===== config.mk =====
export PLATFORM = sky130hd
export DESIGN_NAME = lut_func_engine
export DESIGN_NICKNAME = d
export VERILOG_FILES = /design/src/rtl/lut_func_engine_pkg.sv /design/src/rtl/lut_func_table.sv /design/src/rtl/lut_func_engine.sv
export SDC_FILE = /design/constraint.sdc
export NUM_CORES = 1
export LEC_CHECK = 0
export CAP_MARGIN = 20
export CORE_MARGIN = 2
export CORE_UTILIZATION = 47
export DETAILED_ROUTE_END_ITERATION = 7
export PLACE_DENSITY = 0.71
export SYNTH_ARGS = -nofsm -noshare
export SYNTH_HDL_FRONTEND = slang
export SYNTH_HIERARCHICAL = 1
export SYNTH_SLANG_ARGS = --single-unit

===== constraint.sdc =====
create_clock -name clk -period 2.2 [get_ports clk]
set_input_delay 0.22 -clock clk [delete_from_list [all_inputs] [get_ports clk]]
set_output_delay 0.22 -clock clk [all_outputs]
set_load 0.005 [all_outputs]

===== src/rtl/lut_func_engine_pkg.sv =====
// Shared types and parameter limits for the LUT function engine.
package lut_func_engine_pkg;

  // Supported range of the engine's parameters.
  localparam int N_IN_MIN  = 2;
  localparam int N_IN_MAX  = 8;
  localparam int N_OUT_MIN = 1;
  localparam int N_OUT_MAX = 16;

  // Top-level control state.
  typedef enum logic [1:0] {
    ST_IDLE   = 2'd0,
    ST_STREAM = 2'd1,
    ST_SWEEP  = 2'd2
  } state_e;

  // Width of the table-select index; a single table still gets a 1-bit index.
  function automatic int idx_w(input int n_out);
    return (n_out > 1) ? $clog2(n_out) : 1;
  endfunction

  // True when both parameters sit inside the supported range.
  function automatic bit params_ok(input int n_in, input int n_out);
    return (n_in >= N_IN_MIN) && (n_in <= N_IN_MAX) &&
           (n_out >= N_OUT_MIN) && (n_out <= N_OUT_MAX);
  endfunction

endpackage


===== src/rtl/lut_func_table.sv =====
// Truth-table store: N_OUT tables of 2^N_IN bits each, one write port and
// a combinational read of every table at a single input vector.
module lut_func_table
  import lut_func_engine_pkg::*;
#(
  parameter int N_IN  = 4,
  parameter int N_OUT = 6
) (
  input  logic                      clk,
  input  logic                      rst_n,
  input  logic                      wr_en,
  input  logic [idx_w(N_OUT)-1:0]   wr_idx,
  input  logic [(1 << N_IN)-1:0]    wr_tt,
  input  logic [N_IN-1:0]           rd_x,
  output logic [N_OUT-1:0]          rd_f
);

  localparam int IDX_W = idx_w(N_OUT);
  localparam int DEPTH = 1 << N_IN;

  logic [DEPTH-1:0] tt_mem [N_OUT];

  // Table storage; an index that matches no table simply writes nothing.
  always_ff @(posedge clk or negedge rst_n) begin
    if (!rst_n) begin
      for (int j = 0; j < N_OUT; j++) begin
        tt_mem[j] <= '0;
      end
    end else if (wr_en) begin
      for (int j = 0; j < N_OUT; j++) begin
        if (wr_idx == IDX_W'(j)) begin
          tt_mem[j] <= wr_tt;
        end
      end
    end
  end

  // Bit k of table j is f_j(x = k).
  always_comb begin
    rd_f = '0;
    for (int j = 0; j < N_OUT; j++) begin
      rd_f[j] = tt_mem[j][rd_x];
    end
  end

endmodule


===== src/rtl/lut_func_engine.sv =====
// LUT function engine: evaluates N_OUT programmable boolean functions of an
// N_IN-bit vector, either per streamed vector or as an exhaustive sweep.
//
// Handshakes: a transfer on any valid/ready pair happens in the cycle where
// both are high at the rising clock edge. valid never depends on ready.
// While out_valid is high and out_ready low, out_f/out_x/out_last hold.
// cfg_valid has priority over in_valid in IDLE (in_ready drops that cycle).
module lut_func_engine
  import lut_func_engine_pkg::*;
#(
  parameter int N_IN  = 4,
  parameter int N_OUT = 6,
  parameter int CNT_W = 32
) (
  input  logic                      clk,
  input  logic                      rst_n,
  input  logic                      cfg_valid,
  output logic                      cfg_ready,
  input  logic [idx_w(N_OUT)-1:0]   cfg_idx,
  input  logic [(1 << N_IN)-1:0]    cfg_tt,
  input  logic                      in_valid,
  output logic                      in_ready,
  input  logic [N_IN-1:0]           in_x,
  input  logic                      sweep_start,
  output logic                      out_valid,
  input  logic                      out_ready,
  output logic [N_OUT-1:0]          out_f,
  output logic [N_IN-1:0]           out_x,
  output logic                      out_last,
  output logic                      busy,
  output logic [CNT_W-1:0]          eval_cnt,
  output state_e                    dbg_state
);

  localparam int            DEPTH  = 1 << N_IN;
  // Sweep counter is one bit wider so "all vectors issued" (DEPTH) is
  // distinct from vector 0.
  localparam logic [N_IN:0] LAST_X = (N_IN + 1)'(DEPTH - 1);

  if (!params_ok(N_IN, N_OUT)) begin : g_param_check
    $error("lut_func_engine: N_IN must be 2..8 and N_OUT must be 1..16");
  end

  state_e           state;
  state_e           state_nxt;
  logic [N_IN:0]    sweep_cnt;

  logic             load_ok;
  logic             cfg_fire;
  logic             in_fire;
  logic             out_fire;
  logic             sweep_go;
  logic             gen_fire;
  logic             ld;
  logic             ld_last;
  logic [N_IN-1:0]  rd_x;
  logic [N_OUT-1:0] rd_f;

  // Handshake decode and selection of the vector being evaluated.
  always_comb begin
    load_ok   = !out_valid || out_ready;
    cfg_ready = (state == ST_IDLE) && !out_valid;
    cfg_fire  = cfg_valid && cfg_ready;
    in_ready  = (state != ST_SWEEP) && load_ok && !cfg_fire;
    in_fire   = in_valid && in_ready;
    out_fire  = out_valid && out_ready;
    // A sweep needs an empty result register; a coinciding table write or
    // accepted vector takes precedence and the pulse is dropped.
    sweep_go  = sweep_start && (state == ST_IDLE) && !out_valid &&
                !cfg_fire && !in_fire;
    gen_fire  = (state == ST_SWEEP) && load_ok && !sweep_cnt[N_IN];
    if (state == ST_SWEEP) begin
      rd_x = sweep_cnt[N_IN-1:0];
    end else if (sweep_go) begin
      rd_x = '0;
    end else begin
      rd_x = in_x;
    end
    ld      = in_fire || gen_fire || sweep_go;
    ld_last = gen_fire && (sweep_cnt == LAST_X);
  end

  // Next-state logic for the IDLE/STREAM/SWEEP controller.
  always_comb begin
    state_nxt = state;
    unique case (state)
      ST_IDLE: begin
        if (sweep_go) begin
          state_nxt = ST_SWEEP;
        end else if (in_fire) begin
          state_nxt = ST_STREAM;
        end
      end
      ST_STREAM: begin
        if (!in_fire && (out_fire || !out_valid)) begin
          state_nxt = ST_IDLE;
        end
      end
      ST_SWEEP: begin
        if (out_fire && out_last) begin
          state_nxt = ST_IDLE;
        end
      end
      default: state_nxt = ST_IDLE;
    endcase
  end

  // State register.
  always_ff @(posedge clk or negedge rst_n) begin
    if (!rst_n) begin
      state <= ST_IDLE;
    end else begin
      state <= state_nxt;
    end
  end

  // Sweep generator: vector 0 issues on the start edge, then one per load slot.
  always_ff @(posedge clk or negedge rst_n) begin
    if (!rst_n) begin
      sweep_cnt <= '0;
    end else if (sweep_go) begin
      sweep_cnt <= (N_IN + 1)'(1);
    end else if (gen_fire) begin
      sweep_cnt <= sweep_cnt + 1'b1;
    end
  end

  // Result register: loads on any issued vector, empties on an output transfer.
  always_ff @(posedge clk or negedge rst_n) begin
    if (!rst_n) begin
      out_valid <= 1'b0;
      out_f     <= '0;
      out_x     <= '0;
      out_last  <= 1'b0;
    end else if (ld) begin
      out_valid <= 1'b1;
      out_f     <= rd_f;
      out_x     <= rd_x;
      out_last  <= ld_last;
    end else if (out_fire) begin
      out_valid <= 1'b0;
      out_last  <= 1'b0;
    end
  end

  // Count of completed output transfers, wrapping naturally.
  always_ff @(posedge clk or negedge rst_n) begin
    if (!rst_n) begin
      eval_cnt <= '0;
    end else if (out_fire) begin
      eval_cnt <= eval_cnt + 1'b1;
    end
  end

  assign busy      = (state != ST_IDLE);
  assign dbg_state = state;

  lut_func_table #(
    .N_IN  (N_IN),
    .N_OUT (N_OUT)
  ) u_table (
    .clk    (clk),
    .rst_n  (rst_n),
    .wr_en  (cfg_fire),
    .wr_idx (cfg_idx),
    .wr_tt  (cfg_tt),
    .rd_x   (rd_x),
    .rd_f   (rd_f)
  );

endmodule


## Word level (Yosys, flattened, before mapping)

Cells that the tools add are included.

- Bits in registers: 147
- Bits in latches: 0
- RAM bits: 0
- Memory bits (read-only): 0
- Input port bits: 29
- Output and inout bits: 49
- Logic and storage cells: 87
- Memories kept: 0

- $add $sub $neg: 2
- Multipliers: 0
- Divide/modulo/power cells: 0
- Order comparisons: 1
- Equality and inequality tests: 12
- Shift operators: 0
- Multiplexer cells: 24
- Bitwise logic cells: 0
- Reductions and logical operators: 35

Operators by type and width:

| kind | number |
|---|---|
| 32-bit by 1-bit adder with 32-bit output, second input constant | 1 |
| 1-bit binary-select mux with 4-bit select | 6 |
| 1-bit logical AND | 15 |
| 2-bit AND reduction | 6 |
| 5-bit 2-to-1 mux | 2 |
| 1-bit 2-to-1 mux | 9 |
| 2-bit 2-to-1 mux | 4 |
| 4-bit 2-to-1 mux | 2 |
| 3-bit by 2-bit equality test with 1-bit output, second input constant | 2 |
| 3-bit equality test, second input constant | 2 |
| 2-bit one-hot mux with 3 select lines | 1 |
| 2-bit nonzero test | 3 |
| 5-bit by 1-bit adder with 5-bit output, second input constant | 1 |
| 5-bit by 4-bit equality test with 1-bit output, second input constant | 1 |
| 4-bit by 5-bit less-than comparator with 1-bit output, second input constant | 1 |
| 1-bit zero test | 4 |
| 1-bit logical OR | 4 |
| 2-bit != test, second input constant | 2 |
| 3-bit by 1-bit equality test with 1-bit output, second input constant | 1 |
| 3-bit zero test | 1 |
| 3-bit != test, second input constant | 1 |
| 3-bit AND reduction | 1 |
| 2-bit by 1-bit equality test with 1-bit output, second input constant | 1 |
| 2-bit equality test, second input constant | 1 |
| other kinds (2) | 2 |

## Depth between registers and ports, before layout

- Word-level depth: 12
- Gate-level depth with buffers: 11
- Gate-level depth less buffers: 7

## Cells and area by module

Netlist, hierarchy kept.

By module, submodules not included:

| module | times used | cells an instance | area an instance (um2) | sequential area each (um2) |
|---|---|---|---|---|
| lut_func_table | 1 | 262 | 4424.2 | 2402.3 |
| lut_func_engine | 1 | 212 | 2424.8 | 1276.2 |

## Worst setup path before layout

Ideal clock, no wire load.

- Path type: flip-flop to flip-flop
- Start point: reg out_valid
- End point: reg out_f[3]
- Setup time: 0.125 ns
- Data arrival time: 2.498 ns
- Required time: 2.075 ns
- Slack: -0.423 ns
- Stages on the path, launching flop included: 12
- Path buffers: 4
- Period minus slack after synthesis: 2.623 ns
- Cells stage by stage: dfrtp_1 buf_6 nor3_1 and3b_1 buf_2 o21ai_0 buf_6 buf_12 mux4_1 a22oi_1 nand2_1 mux2_4

- Word-level cells in the longest chain between the ends: 12
- Elaborated cells on any way between the ends: 20
- Those cells by class: mux: 4; reduce/logical: 16

RTL lines:

| element | line | RTL |
|---|---|---|
| start: declaration | lut_func_engine.sv:25 | `output logic out_valid,` |
| start signal: assignment | lut_func_engine.sv:131 | `out_valid <= 1'b0;` |
| start signal: assignment | lut_func_engine.sv:136 | `out_valid <= 1'b1;` |
| start signal: assignment | lut_func_engine.sv:141 | `out_valid <= 1'b0;` |
| 1-bit zero test * | lut_func_engine.sv:62 | `cfg_ready = (state == ST_IDLE) && !out_valid;` |
| 1-bit logical AND * | lut_func_engine.sv:62 |  |
| named net cfg_ready | lut_func_engine.sv:18 | `output logic cfg_ready,` |
| 1-bit logical AND * | lut_func_engine.sv:63 | `cfg_fire = cfg_valid && cfg_ready;` |
| 1-bit zero test * | lut_func_engine.sv:64, lut_func_engine.sv:70 |  |
| 1-bit logical AND | lut_func_engine.sv:64 | `in_ready = (state != ST_SWEEP) && load_ok && !cfg_fire;` |
| 1-bit logical AND | lut_func_engine.sv:65 | `in_fire = in_valid && in_ready;` |
| 1-bit zero test | lut_func_engine.sv:70 | `!cfg_fire && !in_fire;` |
| 1-bit logical AND * | lut_func_engine.sv:70 |  |
| 4-bit 2-to-1 mux * | lut_func_engine.sv:74 | `end else if (sweep_go) begin` |
| 4-bit 2-to-1 mux * | lut_func_engine.sv:72 | `if (state == ST_SWEEP) begin` |
| named net rd_x[0] | lut_func_engine.sv:56 | `logic [N_IN-1:0] rd_x;` |
| 1-bit binary-select mux with 4-bit select * | lut_func_table.sv:42 | `rd_f[j] = tt_mem[j][rd_x];` |
| 1-bit 2-to-1 mux (not written as such) * | lut_func_table.sv:42 |  |
| named net rd_f[3] | lut_func_engine.sv:57 | `logic [N_OUT-1:0] rd_f;` |
| end signal: assignment | lut_func_engine.sv:137 | `out_f <= rd_f;` |
| end: declaration | lut_func_engine.sv:27 | `output logic [N_OUT-1:0] out_f,` |

The timed path passes the listed nets; every way through them passes the cells marked *. The select of a mux whose other input is x is not followed.
A chain may end at the register's enable or synchronous reset.

## Worst setup path in the final report

- Start point: reg state[1], in the netlist dbg_state[1]
- End point: reg out_f[0]

- Word-level cells in the longest chain between the ends: 12
- Elaborated cells on any way between the ends: 22
- Those cells by class: eq/ne: 2; mux: 4; reduce/logical: 16

RTL lines:

| element | line | RTL |
|---|---|---|
| start: declaration | lut_func_engine.sv:44 | `state_e state;` |
| start signal: assignment | lut_func_engine.sv:113 | `state <= state_nxt;` |
| 2-bit zero test | lut_func_engine.sv:62, lut_func_engine.sv:69 |  |
| 1-bit logical AND | lut_func_engine.sv:62 |  |
| 1-bit logical AND | lut_func_engine.sv:63 |  |
| 1-bit zero test | lut_func_engine.sv:64, lut_func_engine.sv:70 |  |
| 1-bit logical AND | lut_func_engine.sv:64 |  |
| 1-bit logical AND | lut_func_engine.sv:65 |  |
| 1-bit zero test | lut_func_engine.sv:70 |  |
| 1-bit logical AND | lut_func_engine.sv:70 |  |
| 4-bit 2-to-1 mux | lut_func_engine.sv:74 |  |
| 4-bit 2-to-1 mux * | lut_func_engine.sv:72 |  |
| named net rd_x[0] | lut_func_engine.sv:56 |  |
| 1-bit binary-select mux with 4-bit select * | lut_func_table.sv:42 |  |
| 1-bit 2-to-1 mux (not written as such) * | lut_func_table.sv:42 |  |
| named net rd_f[0] | lut_func_engine.sv:57 |  |

Marks and branches as above.

==> results.md <==
* Status: finished, violations left
* Failing checks: negative setup slack
* Pwr dens at 1130 nW/um^2
* Unrepaired setup endpoints after global routing: yes
* Largest net degree at the start of global routing at 52
* PortBufs at 77
* Synth Flop Type: dfrtp_1
* Fmax at 417 MHz
* Initial antenna violation count at 0
* Final setup fails at 6
* Overall routing resource usage at 20.6%
* Chip height at 125 um
* Yosys reg bits at 147
* Most frequent cell after synthesis: dfrtp_1
* Largest area contributor in the netlist: dfrtp_1
* Worst-Margin Slew at 0.604 ns
* Rows at 44
* Setup Skew at 0.00567 ns
* Final Wtd Congestion at 0.810
* Antenna cells at 0
* Drt first pass iters at 4
* Die Wd at 125 um
* Worst setup margin at -0.196 ns
* Critical path peak fanout at 16
* Post-synthesis sequential area ratio at 53.7%
* First-pass GRT wire length at 24.9 mm
* Die area at 15,600 sq um
* CTS Sinks at 147
* Post-synth EDFFs at 0
* Setup WS pre-CTS at -0.535 ns
* Setup crit end kind: flop
* Post-route DRC at 0
* Vias in the first global route at 4,552
* Mapped Nets at 506
* Min-delay worst type: input pin to asynchronous set/reset pin
* Antenna Nets Post-Route at 0
* Post-synth design cell area at 6850 sq um
* Area growth, synth to finish at 28.7%
* P_leak at 3.91 nW
* Max-slew violation count at 0
* Post-synth ARST share at 100%
* Via density at 5.57
* Post-DR wirelength/cell at 19.5 um
* Period Utilization, post-route at 109%
* CTS Buf Count at 17
* Nets at 617
* Post-Route WL at 15.2 mm
* Final min period at 2.40 ns
* Setup crit start kind: flop
* Synth unique cells at 47
* Power, Total at 9.94 mW
* Congestion Overflow GR at 0
* Insertion delay to the later sink of the worst-skew pair at 0.41 ns
* Post-synth top area share at 53.7%
* Mapped Cells at 474
* Dpl hpwl at 10.4 mm
* Arrival @ worst endpoint at 2.69 ns
* Largest cells by area after synthesis: dfrtp_1, mux2_2, mux4_2
* Final hold viol count at 0
* Synth Warn # at 6
* CTS tree: yes
* Io pins at 78
* Core Util, Final at 61.3%
* Ratio of cells with drive above 1 in the final layout at 37.5%
* CTS Root Cell: clkbuf_16
* CP required at 2.50 ns
* Clk buf depth at 2
* Setup TNS at -0.978 ns
* Initial Utilization at 47.7%
* H-tree level count at 4
* Worst ir drop on vdd at 0.000641 V
* Starting DRC count in detailed routing at 295
* Via count at 4,353
* Synth cell count leaders: dfrtp_1, mux2_2, xnor2_1
* Slew margin rel. at 59.3%
* Crit path kind: flop to flop
* Syn Area/Cell at 14.4 sq um
* Max-cap violations at 0
* Clock transition at path regs at 0.06 ns
* Core area at 14,400 sq um
worst max-delay path: stages (launching register included):
cell,delay (ns)
dfrtp_1,0.42
nor3_4,0.06
and3b_2,0.23
o21ai_4,0.19
buf_12,0.19
buf_4,0.14
mux4_2,0.53
a22oi_2,0.17
nand2_1,0.08
mux2_2,0.26
power breakdown:
group,total [mW],switching [mW],internal [mW],leakage (nW)
Sequential,4.20,0.594,3.60,1.91
Combinational,2.76,1.01,1.75,1.70
Clock,2.97,1.09,1.89,0.299
cell usage in the layout, fill, tap and decap left out, drive strengths merged, types with 11 or more instances in the layout:
cell / n
nand2: 27
xnor2: 30
nand4: 13
buf: 42
mux4: 24
clkbuf: 17
a22oi: 12
mux2: 107
clkdlybuf4s50: 75
dfrtp: 147
nand3: 11
kinds of logic (layout without fill, tap and decap cells):
kind of cell    count (synthesis)  in the layout  share of synthesized area, %
fa+ha+maj                       3              3                         0.548
flops                         147            147                          53.7
xor+xnor                       34             34                          4.35
compound gates                 21             21                          2.10
buf+inv                        30            153                          3.05
mux                           132            132                          26.6
simple gates                  107            107                          9.63
routing by layer:
layer	vias to the layer above	track usage (%)	routed length (um)
li1	1960	-	-
met2	89	33.2	7530
met3	15	4.04	526
met1	2289	28.1	6950
met4	0	6.94	224
met5	-	0	0
area by class of cell:
cell class / count / area (sq um)
multi-input combinational: 297 / 3040
clock buffer: 17 / 425
fill: 1041 / 5560
tap: 184 / 230
timing repair buffer: 119 / 1240
clock inverter: 14 / 186
sequential: 147 / 3680
inverter: 3 / 11.3
final timing paths:
path	from	end	slack [ns]	cells past startpoint
worst max-delay path	dbg_state[1]	out_f[0]	-0.20	9
worst min-delay path	rst_n	sweep_cnt[3]	0.31	2
worst max register to register	dbg_state[1]	out_f[0]	-0.20	9
worst min register to register	eval_cnt[31]	eval_cnt[31]	0.47	1
max in group asynchronous	rst_n	u_table/tt_mem[69]	1.23	3
min in group clk	eval_cnt[31]	eval_cnt[31]	0.47	1
through the flow:
step                      area (sq um)  cells  hold slack [ns]
after global routing              8810    781            0.370
after detailed placement          8030    739            0.188
after floorplan                   6850    474          -0.0756
final                             8810    781            0.307
after CTS                         8750    776            0.318
after global placement            8030    739            0.190
sequential cells by signal (all words and copies together), names as in the netlist:
name and count:
eval_cnt 32, out_f 6, dbg_state 2, out_valid 1
out_x 4, sweep_cnt 5, u_table/tt_mem 96, out_last 1
what timing repair did:
item                       CTS  global route
hold endpoints to repair    45             0
hold buffers                 1             0
gates cloned                 1             0
setup endpoints to repair    6            23
gates resized for setup     15             8
pin swaps                    1             0
setup buffers                4             5
No activity file was read; power rests on OpenSTA's default activity.
